`src/rtl/dsp_sequencer.sv`:
```
// DSP instruction sequencer: owns the PC, fetches words over req/ack and issues them to the decoder.
// Optional RPTK single-instruction repeat is built only when DSP_RPT_EN is defined.
module dsp_sequencer #(
    parameter int                    PC_WIDTH     = 12,
    parameter logic [PC_WIDTH-1:0]   RESET_VECTOR = {PC_WIDTH{1'b0}}
) (
    input  logic                clk,
    input  logic                rst_n,
    output logic [PC_WIDTH-1:0] imem_addr,
    output logic                imem_req,
    input  logic                imem_ack,
    input  logic [15:0]         imem_rdata,
    output logic [15:0]         instr,
    output logic                instr_valid,
    input  logic                ex_busy,
    input  logic                branch_taken,
    input  logic [PC_WIDTH-1:0] branch_target,
    input  logic                wake,
    output logic [PC_WIDTH-1:0] pc,
    output logic                halted
);

    typedef enum logic [1:0] {
        ST_FETCH = 2'b00,
        ST_ISSUE = 2'b01,
        ST_HALT  = 2'b10
    } state_t;

    localparam logic [15:0] IDLE_WORD = 16'hCE1F;
    localparam logic [7:0]  RPTK_OP   = 8'hCB;
    localparam logic [PC_WIDTH-1:0] PC_ONE = {{(PC_WIDTH-1){1'b0}}, 1'b1};

    state_t              state_r, state_nxt_s;
    logic [PC_WIDTH-1:0] pc_r, pc_nxt_s;
    logic [15:0]         instr_r, instr_nxt_s;

`ifdef DSP_RPT_EN
    // rpt_pend_r marks that the next latched word becomes the repeated one.
    logic [7:0] rpt_cnt_r, rpt_cnt_nxt_s;
    logic       rpt_active_r, rpt_active_nxt_s;
    logic       rpt_pend_r, rpt_pend_nxt_s;
`endif

    assign imem_addr   = pc_r;
    assign pc          = pc_r;
    assign instr       = instr_r;
    assign imem_req    = (state_r == ST_FETCH) && rst_n;
    assign instr_valid = (state_r == ST_ISSUE);
    assign halted      = (state_r == ST_HALT);

    // Next-state and next-register computation for fetch, issue and halt.
    always_comb begin
        state_nxt_s = state_r;
        pc_nxt_s    = pc_r;
        instr_nxt_s = instr_r;
`ifdef DSP_RPT_EN
        rpt_cnt_nxt_s    = rpt_cnt_r;
        rpt_active_nxt_s = rpt_active_r;
        rpt_pend_nxt_s   = rpt_pend_r;
`endif
        case (state_r)
            ST_FETCH: begin
                if (imem_ack) begin
                    instr_nxt_s = imem_rdata;
                    state_nxt_s = ST_ISSUE;
`ifdef DSP_RPT_EN
                    rpt_active_nxt_s = rpt_pend_r;
                    rpt_pend_nxt_s   = 1'b0;
`endif
                end else begin
                    state_nxt_s = ST_FETCH;
                end
            end
            ST_ISSUE: begin
                if (!ex_busy) begin
                    if (branch_taken) begin
                        pc_nxt_s    = branch_target;
                        state_nxt_s = ST_FETCH;
`ifdef DSP_RPT_EN
                        rpt_cnt_nxt_s    = 8'd0;
                        rpt_active_nxt_s = 1'b0;
                        rpt_pend_nxt_s   = 1'b0;
`endif
                    end
`ifdef DSP_RPT_EN
                    // A repeated RPTK is not itself repeated; it falls through and reloads.
                    else if (rpt_active_r && (rpt_cnt_r != 8'd0) && (instr_r[15:8] != RPTK_OP)) begin
                        rpt_cnt_nxt_s = rpt_cnt_r - 8'd1;
                        state_nxt_s   = ST_ISSUE;
                    end
`endif
                    else if (instr_r == IDLE_WORD) begin
                        pc_nxt_s    = pc_r + PC_ONE;
                        state_nxt_s = ST_HALT;
                    end
`ifdef DSP_RPT_EN
                    else if (instr_r[15:8] == RPTK_OP) begin
                        rpt_cnt_nxt_s  = instr_r[7:0];
                        rpt_pend_nxt_s = 1'b1;
                        pc_nxt_s       = pc_r + PC_ONE;
                        state_nxt_s    = ST_FETCH;
                    end
`endif
                    else begin
                        pc_nxt_s    = pc_r + PC_ONE;
                        state_nxt_s = ST_FETCH;
`ifdef DSP_RPT_EN
                        rpt_active_nxt_s = 1'b0;
`endif
                    end
                end else begin
                    state_nxt_s = ST_ISSUE;
                end
            end
            ST_HALT: begin
                if (wake) begin
                    state_nxt_s = ST_FETCH;
                end else begin
                    state_nxt_s = ST_HALT;
                end
            end
            default: begin
                state_nxt_s = ST_FETCH;
            end
        endcase
    end

    // State and datapath registers with synchronous active-low reset.
    always_ff @(posedge clk) begin
        if (!rst_n) begin
            state_r <= ST_FETCH;
            pc_r    <= RESET_VECTOR;
            instr_r <= 16'h0000;
`ifdef DSP_RPT_EN
            rpt_cnt_r    <= 8'd0;
            rpt_active_r <= 1'b0;
            rpt_pend_r   <= 1'b0;
`endif
        end else begin
            state_r <= state_nxt_s;
            pc_r    <= pc_nxt_s;
            instr_r <= instr_nxt_s;
`ifdef DSP_RPT_EN
            rpt_cnt_r    <= rpt_cnt_nxt_s;
            rpt_active_r <= rpt_active_nxt_s;
            rpt_pend_r   <= rpt_pend_nxt_s;
`endif
        end
    end

endmodule
```
`config.mk`:
```
export PLATFORM = sky130hd
export DESIGN_NAME = dsp_sequencer
export DESIGN_NICKNAME = d
export VERILOG_FILES = /design/src/rtl/dsp_sequencer.sv
export SDC_FILE = /design/constraint.sdc
export NUM_CORES = 1
export LEC_CHECK = 0
export CORE_ASPECT_RATIO = 0.8
export CORE_MARGIN = 5
export CORE_UTILIZATION = 43
export CTS_CLUSTER_SIZE = 10
export DETAILED_ROUTE_END_ITERATION = 7
export GPL_ROUTABILITY_DRIVEN = 0
export MAX_ROUTING_LAYER = met4
export PLACE_DENSITY = 0.85
export SLEW_MARGIN = 10
export SYNTH_ARGS = -nofsm -noshare
export SYNTH_HDL_FRONTEND = slang
export SYNTH_SLANG_ARGS = --single-unit
```
`constraint.sdc`:
```
create_clock -name clk -period 3 [get_ports clk]
set_input_delay 0.6 -clock clk [delete_from_list [all_inputs] [get_ports clk]]
set_output_delay 0.6 -clock clk [all_outputs]
set_load 0.1 [all_outputs]
```
## After elaboration in Yosys (flattened, before gate mapping)

Cells that the tools add are included.

| storage, ports and cells | value |
|---|---|
| bits in registers | 30 |
| output and inout port bits | 43 |

| cells by class | value |
|---|---|
| add/subtract/negate cells | 1 |
| equal/unequal tests | 3 |
| multiplexer cells | 7 |
| bitwise gates (word level) | 1 |
| reductions and logical operators | 4 |

Operator list:

| kind | count |
|---|---|
| 16-bit == test (second input constant) | 1 |
| 12-bit by 1-bit adder with 12-bit output (second input constant) | 1 |
| 12-bit 2-to-1 mux | 1 |
| 2-bit 2-to-1 mux | 4 |
| 2-bit case mux with 3 select lines | 1 |
| 2-bit AND reduction | 2 |
| 2-bit by 1-bit == test with 1-bit output (second input constant) | 1 |
| 2-bit == test (second input constant) | 1 |
| 2-bit zero test | 1 |
| 1-bit logical AND | 1 |
| 1-bit 2-to-1 mux | 1 |
| 1-bit inverter | 1 |

## Longest topological paths before layout

Gate-level depths: netlist (run 1).

| logic depth | value |
|---|---|
| depth after elaboration | 5 |
| depth in mapped cells | 6 |
| depth with buffers taken out | 5 |

## Least setup slack after synthesis (run 1)

OpenSTA, ideal clock, no wires.

| timing | value |
|---|---|
| kind | input -> output |
| start | input rst_n |
| end | output imem_req |
| data arrival time | 2.685 ns |
| required time | 2.400 ns |
| setup slack | -0.285 ns |
| cell stages on the path | 2 |
| cell sequence | inv_2 nor3_1 |

| on the way | value |
|---|---|
| cells in the longest elaborated chain, start to end | 1 |

RTL lines:

| element | line | source |
|---|---|---|
| start, declared | 8 | `input logic rst_n,` |
| 1-bit logical AND | 47 | `assign imem_req = (state_r == ST_FETCH) && rst_n;` |
| end, declared | 10 | `output logic imem_req,` |

No other way between the ends.

## Worst setup path in the final report (run 1)

Same ends and word-level chain as after synthesis.

==> results of run 1 <==
## stage by stage
stage                     cell area (um^2)  util [%]  setup WS [ns]  total power, mW
after detailed placement              2130      62.2          0.746            0.805
after global placement                2130      62.2          0.748            0.802
after global routing                  2240      65.4          0.685             1.24
final                                 2240      65.4          0.756             1.19
after CTS                             2240      65.4          0.747             1.20
after floorplan                       1530         -          0.584            0.707
## cells in the mapped netlist
| cell type | instances |
|---|---|
| nor4_1 | 3 |
| a221oi_1 | 1 |
| nor2b_1 | 4 |
| nand3_1 | 7 |
| clkbuf_2 | 1 |
| o31ai_1 | 1 |
| a32o_1 | 2 |
| a31oi_1 | 6 |
| nand4_1 | 3 |
| nor3b_1 | 2 |
| or3_1 | 1 |
| and4_1 | 1 |
| or3b_4 | 1 |
| and2_1 | 1 |
| mux2i_1 | 5 |
| a22o_1 | 1 |
| a211oi_1 | 2 |
| a22oi_1 | 1 |
| nand2_1 | 47 |
| nand2b_1 | 2 |
| dfxtp_1 | 30 |
| buf_2 | 3 |
| a41o_1 | 1 |
| inv_2 | 1 |
| o221a_2 | 1 |
| nor2_1 | 10 |
| nand4b_1 | 1 |
| nor3_1 | 6 |
| buf_4 | 12 |
| nor4_2 | 1 |
| a21oi_1 | 22 |
| o21ai_0 | 5 |
| inv_1 | 2 |
| o41ai_1 | 3 |
| clkbuf_1 | 7 |
| ha_1 | 1 |
## state kept, by name, indices dropped and copies added, names as in the netlist
signal / flops
instr: 16
imem_addr: 12
state_r: 2
## cells by family after synthesis
group / count (synthesis)
AND/OR/NAND/NOR: 90
adder cells (fa/ha/maj): 1
flip-flops: 30
AO/OA/AOI/OAI: 46
multiplexers: 5
buffers and inverters: 26
## where the power goes
group          switching, mW  internal (mW)  total, mW
Clock                  0.154          0.244      0.398
Sequential            0.0228          0.418      0.441
Combinational          0.256         0.0988      0.355
## worst register-to-register path, delay by kind of cell (launching register included)
| family | cells | cell delay, ns |
|---|---|---|
| simple gates | 2 | 0.62 |
| flops | 1 | 0.53 |
| fa+ha+maj | 1 | 0.30 |
| compound gates | 1 | 0.10 |
| mux | 1 | 0.26 |
## per-layer routing
layer  part of all wire (%)  vias up
li1                       -      818
met1                     44      724
met2                     48       63
met3                    7.6        5
met4                    1.0        0
met5                      0        -
## area by class of cell
class	count	area [um^2]	area share (%)
timing repair buffer	79	688	30.7
tap	42	52.6	2.35
clock inverter	3	40.0	1.79
clock buffer	5	68.8	3.07
sequential	30	601	26.8
multi-input combinational	142	778	34.7
inverter	3	11.3	0.503
## path summary, 6_finish.rpt
path / to / cells after the start / slack, ns
max reg2reg: imem_addr[10] / 5 / 1.07
min reg2reg: instr[15] / 2 / 0.47
max: imem_req / 4 / 0.76
min: instr[15] / 2 / 0.47
==> run metrics, run 1 <==
Worst path slowest cell=clkdlybuf4s50_1; Synth Area in Compound Gates=18.9%; Hold Slack=between 0.4 and 0.5 ns; Post-Synth XOR/XNOR Area=0%; post-synthesis simple-gate area fraction=27.8%; Clock Skew=~0.0031 ns; via count=1610; Max-Cap Viols=0; DP Cell Count=296; worst-path maximum fanout=5; share of the synthesized area in the top cell type=39.5%; Clock Path Buffers=2; CP arrival=1.64 ns; Synth area leader=dfxtp_1; synthesized flop and latch total=30; grt met2 use=approximately 28%; remaining global-route overflow=0; GRT met3 Usage=5.13%; # IOs=a little under 80; die height=63.2 um; outcome=complete, no violations; Cell variety after synth=36; post-synthesis sequential area ratio=39.5%; cts hold-fix bufs=0; Post-Synth Adder-Cell Area=0.822%; # setup viols final=0; # Post-CTS Setup Buffers=0; largest net degree at the start of global routing=34; Area contributors post-synth=dfxtp_1, nand2_1, a21oi_1, buf_4, mux2i_1; area grow syn2layout=47.2%; Critical Path End Type=output port; clk_lat worst skew=0.28 ns; Core ar.=roughly 3400 um^2; Pleak=between 0.8 and 0.9 nW; number of DRC markers in iteration 0=117; worst-margin pin slew=0.567 ns; Slowest Stage Delay on Critical Path=roughly 0.57 ns; syn_nets=233; nets@finish=296; antenna violations before repair=0; post-synthesis mux area share=3.29%; global-route wire length before repair=6900 um; Die X=76.5 um; vias in the first global route=1512; Post-DRT Antenna Nets=0; Die Area=4840 um^2; Tmin final=2.24 ns; final period utilization=between 70% and 80%; DRT Wirelength=4280 um; Max-slew headroom=between 60% and 70%; Worst Hold Launch=instr[15]; Avg WL per Cell=14.1 um; Final Hold Violating Endpoints=0; Synth Instances=198; unrepaired setup endpoints after global routing=no; Detailed Place HPWL=between 3000 and 4000 um; largest family of logic cells by synthesized area=simple AND/OR/NAND/NOR gates; DRT Pass-1 Iters=4; grt met1 use=between 20% and 30%; commonest non-fill, non-tap cell in the layout=nand2_1; Peak Freq=roughly 450 MHz; setup tns final=0 ns; Peak VDD IR=between 300 and 400 uV; fill cell count=about 310; Mapped Area=1520 um^2; H-Tree Depth=2; worst path cell trace=clkdlybuf4s50_1, inv_2, nor3_2, buf_12; data required time of the worst path=about 2.4 ns; CP Launch Point=rst_n; post-CTS sizing=0; DRC viols=0; proportion of layout cells with a drive suffix above 1=22.5%; clk sink count=30; Rows=19; crit path kind=input pin to output port; input/output buffers=between 70 and 80; GR peak layer=met2; CP Launch Type=input pin; Ys Warns=0; mean post-synth cell area=a little under 8 um^2; CTS clk-pin slew, worst paths=0.06 ns; commonest non-fill, non-tap cells in the layout=nand2_1, buf_4, clkdlybuf4s50_1, dfxtp_1, a21oi_1; start of the worst register-to-register path=imem_addr[0]; Vias/cell=about 5.3; pwr/cell area=533 nW/um^2; Final Slew Violations=0; total track usage=17.5%; final non-filler cell total=roughly 300; CP Buf/Inv Count=3; CTS tree=done; Diodes inserted=0; CTS root buf=clkbuf_8; CP delay by family, top=buffers and inverters; starting density of the core=44.4%; CTS Buf Count=5; Min-Delay Path Class=flip-flop to flip-flop
(Power assumes the default switching activity.)
==> inputs of run 2 (changes only) <==
--- a/config.mk
+++ b/config.mk
@@ -7,12 +7,12 @@
 export LEC_CHECK = 0
 export CORE_ASPECT_RATIO = 0.8
 export CORE_MARGIN = 5
-export CORE_UTILIZATION = 43
+export CORE_UTILIZATION = 40
 export CTS_CLUSTER_SIZE = 10
 export DETAILED_ROUTE_END_ITERATION = 7
 export GPL_ROUTABILITY_DRIVEN = 0
 export MAX_ROUTING_LAYER = met4
-export PLACE_DENSITY = 0.85
+export PLACE_DENSITY = 0.8
 export SLEW_MARGIN = 10
 export SYNTH_ARGS = -nofsm -noshare
 export SYNTH_HDL_FRONTEND = slang
==> constraint.sdc (replaced) <==
create_clock -name clk -period 2.33 [get_ports clk]
set_input_delay 0.466 -clock clk [delete_from_list [all_inputs] [get_ports clk]]
set_output_delay 0.466 -clock clk [all_outputs]
set_load 0.1 [all_outputs]
==> run 2 against run 1 <==
Routed wire length decreased by 1.1%. Sequential share of layout area rose by 0.42 points. Hold slack better by 0.00079 ns. Critical path depth unchanged. Critical endpoint unchanged. Largest cell class unchanged.
==> run metrics, run 2 (synthesis gave the netlist of run 1 again) <==
outcome=complete, no violations; Sw Share=roughly 39%; Tmin final=a little under 2 ns; Min-Delay Path Class=flip-flop to flip-flop; die height=65.2 um; Clock Skew=a little over 0.002 ns; DP Cell Count=298; CTS root buf=clkbuf_8; worst path cell trace=clkdlybuf4s50_1, inv_2, nor3_2, buf_12; Post-DRT Antenna Nets=0; setup tns final=0 ns; data required time of the worst path=1.86 ns; input/output buffers=76; largest net degree at the start of global routing=34; clk_lat worst skew=between 0.2 and 0.3 ns; Seq pwr share=40.2%; DRT Wirelength=4230 um; Core ar.=3730 um^2; global-route wire length before repair=6790 um; dpl ws=between 0.2 and 0.25 ns; fill cell count=355; commonest non-fill, non-tap cell in the layout=nand2_1; H-Tree Depth=2; Clock Path Buffers=2; Diodes inserted=0; cts hold-fix bufs=0; Clk pwr share=27.6%; start of the worst register-to-register path=imem_addr[0]; Pleak=0.883 nW; CP Launch Type=input pin; area grow syn2layout=45.6%; nets@finish=296; Final Hold Violating Endpoints=0; via count=1593; unrepaired setup endpoints after global routing=no; CP Buf/Inv Count=3; # Post-CTS Setup Buffers=0; vias in the first global route=1384; Detailed Place HPWL=about 3000 um; Worst Hold Launch=instr[8]; clk sink count=30; Comb pwr share=32.2%; # IOs=77; PnR worst setup slack=roughly 0.36 ns; Avg WL per Cell=about 14 um; Final Slew Violations=0; Int Power=0.866 mW; Critical Path End Type=output port; Slowest Stage Delay on Critical Path=approximately 0.57 ns; Peak VDD IR=424 uV; number of flip-flops in the largest register=16; CTS clk-pin slew, worst paths=0.06 ns; sw power=0.547 mW; # setup viols final=0; crit path kind=input pin to output port; worst-margin pin slew=0.535 ns; DRC viols=0; antenna violations before repair=0; DRT Pass-1 Iters=4; proportion of layout cells with a drive suffix above 1=23.0%; number of DRC markers in iteration 0=approximately 70; Max-slew headroom=between 60 and 70%; final non-filler cell total=305; worst-path maximum fanout=5; CP delay by family, top=buffers and inverters; Die Area=5140 um^2; starting density of the core=40.8%; CTS tree=done; total track usage=17.1%; Vias/cell=5.22; CP arrival=about 1.5 ns; Final Util=59.4%; CP Launch Point=rst_n; Die X=79.0 um; post-CTS sizing=0; Rows=20; Worst path slowest cell=clkdlybuf4s50_1; final period utilization=84.4%; remaining global-route overflow=0; Peak Freq=509 MHz; Max-Cap Viols=0; commonest non-fill, non-tap cells in the layout=nand2_1, buf_4, clkdlybuf4s50_1, dfxtp_1, a21oi_1; pwr/cell area=about 640 nW/um^2; CTS Buf Count=5
[run 2: final cells by class]
class,instances,area [um^2],area share (%)
clock buffer,5,68.8,3.11
clock inverter,2,10.0,0.452
inverter,3,11.3,0.508
multi-input combinational,142,778,35.1
sequential,30,603,27.2
tap,44,55.1,2.49
timing repair buffer,79,688,31.1
[run 2: power groups by stage]
stage | clock [mW] | sequential [mW] | combinational [mW]
2_1_floorplan | 0 | 0.745 | 0.165
3_3_place_gp | 0 | 0.579 | 0.455
3_5_place_dp | 0 | 0.579 | 0.457
4_1_cts | 0.399 | 0.568 | 0.457
5_1_grt | 0.427 | 0.573 | 0.475
6_report | 0.390 | 0.568 | 0.455
[run 2: path summary, 6_finish.rpt]
kind	end	slack (ns)	cells past startpoint
worst max-delay path	imem_req	0.36	4
worst min-delay path	instr[8]	0.47	2
worst max register to register	imem_addr[10]	0.57	5
worst min register to register	instr[8]	0.47	2
[run 2: metal layers]
layer | vias to the layer above | part of all wire [%] | global-route usage [%]
met4 | 0 | 0.85 | 7.08
met3 | 2 | 6.8 | 4.66
li1 | 816 | - | -
met2 | 51 | 44 | 23.0
met1 | 724 | 49 | 24.2
met5 | - | 0 | -
[run 2: stage by stage]
| stage | total power, mW | area (um^2) | hold WS [ns] |
|---|---|---|---|
| after floorplan | 0.910 | 1530 | 0.541 |
| after global placement | 1.03 | 2140 | 0.455 |
| after detailed placement | 1.04 | 2140 | 0.464 |
| after CTS | 1.42 | 2210 | 0.473 |
| after global routing | 1.47 | 2210 | 0.498 |
| final | 1.41 | 2210 | 0.471 |
[run 2: tightest hold or removal path, cell delays in order (launching register included)]
cell,delay [ns]
dfxtp_1,0.32
nand2_1,0.05
a21oi_1,0.05
==> inputs of run 3 (changes only) <==
--- a/config.mk
+++ b/config.mk
@@ -7,12 +7,12 @@
 export LEC_CHECK = 0
 export CORE_ASPECT_RATIO = 0.8
 export CORE_MARGIN = 5
-export CORE_UTILIZATION = 40
+export CORE_UTILIZATION = 36
 export CTS_CLUSTER_SIZE = 10
 export DETAILED_ROUTE_END_ITERATION = 7
 export GPL_ROUTABILITY_DRIVEN = 0
 export MAX_ROUTING_LAYER = met4
-export PLACE_DENSITY = 0.8
+export PLACE_DENSITY = 0.76
 export SLEW_MARGIN = 10
 export SYNTH_ARGS = -nofsm -noshare
 export SYNTH_HDL_FRONTEND = slang
==> constraint.sdc (replaced) <==
create_clock -name clk -period 1.7 [get_ports clk]
set_input_delay 0.34 -clock clk [delete_from_list [all_inputs] [get_ports clk]]
set_output_delay 0.34 -clock clk [all_outputs]
set_load 0.1 [all_outputs]
==> run 3 against run 2 <==
Register-to-register slack got worse by 0.48 ns. Critical path depth did not move. Die area rose by 9.5%. Sequential share of layout area fell by 5.3 points. Non-clock buffer count rose by 8. Via count rose by 6.2%. Setup slack got worse by 0.32 ns. Core utilization rose by 12 points. Sequential power rose by 41%. Final cell count rose by 7.2%. Routed wire length rose by 13%.
==> run metrics, run 3 (synthesis gave the netlist of run 1 again) <==
outcome=complete, no violations; Rows=21; antenna violations before repair=0; cts hold-fix bufs=0; Peak Freq=605 MHz; Critical Path End Type=output port; Final Hold Violating Endpoints=0; Clock Skew=0.00490 ns; Vias/cell=5.17; CP arrival=around 1.3 ns; Peak VDD IR=446 uV; remaining global-route overflow=0; Diodes inserted=0; placed cell area=around 2800 um^2; CP Launch Type=input pin; Worst Hold Launch=instr[3]; CTS root buf=clkbuf_8; DRT Pass-1 Iters=4; final period utilization=97.1%; crit path kind=input pin to output port; hold depth=2; Clock Path Buffers=2; global-route wire length before repair=7510 um; Avg WL per Cell=14.7 um; CTS tree=done; Detailed Place HPWL=3650 um; commonest non-fill, non-tap cells in the layout=nand2_1, buf_12, clkdlybuf4s50_1, a21oi_1, dfxtp_2; # IOs=77; Tmin final=1.65 ns; Final Slew Violations=0; pwr/cell area=735 nW/um^2; worst reg2reg path depth=5; Min-Delay Path Class=flip-flop to flip-flop; DP Cell Count=319; worst-margin pin slew=between 0.5 and 0.6 ns; Max-Cap Viols=0; unrepaired setup endpoints after global routing=no; area grow syn2layout=92.3%; clk sink count=30; number of DRC markers in iteration 0=between 100 and 150; DRT Wirelength=4790 um; proportion of layout cells with a drive suffix above 1=33.3%; worst-path maximum fanout=2; die height=68.1 um; Final Util=70.9%; Pwr Total=between 2 and 2.5 mW; Die X=82.7 um; DRC viols=0; CTS clk-pin slew, worst paths=0.06 ns; commonest non-fill, non-tap cell in the layout=nand2_1; Pleak=1.07 nW; largest net degree at the start of global routing=34; data required time of the worst path=about 1.4 ns; fill cell count=about 320; # setup viols final=0; Die Area=5630 um^2; number of flip-flops in the largest register=16; total track usage=18.1%; Hold Slack=0.484 ns; nets@finish=around 300; CTS Buf Count=5; H-Tree Depth=2; input/output buffers=76; design area=2930 um^2; clk_lat worst skew=0.27 ns; start of the worst register-to-register path=imem_addr[1]; starting density of the core=a little under two fifths; via count=about 1700; Core ar.=around 4100 um^2; Post-DRT Antenna Nets=0; final non-filler cell total=about 330; vias in the first global route=1591; Max-slew headroom=between 60 and 70%; CP Launch Point=rst_n
==> run 3: changes by cell type in the layout (fill, tap and decap cells not counted), sizes merged <==
cell and delta:
clkbuf +2, buf +8, clkinv -1
==> run 3: final cells by class <==
type,count,area (um^2),share of cell area [%]
Clock inverter,1,5.00,0.171
Clock buffer,7,86.3,2.95
Multi-Input combinational cell,142,812,27.8
Inverter,3,11.3,0.385
Tap cell,57,71.3,2.44
Timing Repair Buffer,87,1300,44.4
Sequential cell,30,641,21.9
==> run 3: critical path, stage by stage <==
cell	delay, ns
clkdlybuf4s50_1	0.52
inv_2	0.07
nor3_4	0.17
buf_12	0.21
==> run 3: path summary, 6_finish.rpt <==
kind                   endpoint  slack [ns]
setup reg to reg  imem_addr[10]        0.09
setup / recovery       imem_req        0.05
hold reg to reg        instr[3]        0.48
hold / removal         instr[3]        0.48
==> run 3: what timing repair did <==
action	4_1_cts	5_1_grt
buffers inserted	0	0
resized for setup	0	3
endpoints found under the setup margin	0	2
==> run 3: power breakdown <==
group / internal [mW] / total [mW] / switching, mW
sequential: 0.739 / 0.800 / 0.0615
combinational: 0.305 / 0.770 / 0.465
clock: 0.326 / 0.581 / 0.255
total: 1.37 / 2.15 / 0.782
==> run 3: routing by layer <==
metal  part of all wire [%]  track usage (%)  vias up
li1                       -                -      830
met1                     43             23.0      791
met2                     47             28.2       69
met3                    8.7             4.74        2
met4                   0.75             5.51        0
met5                      0                -        -
==> run 3: through the flow <==
stage | setup WS [ns] | setup TNS (ns)
floorplan | -0.450 | -1.56
global placement | -0.0953 | -0.379
detailed placement | -0.144 | -0.770
CTS | 0.00470 | 0
global route | 0.0108 | 0
finish | 0.0485 | 0
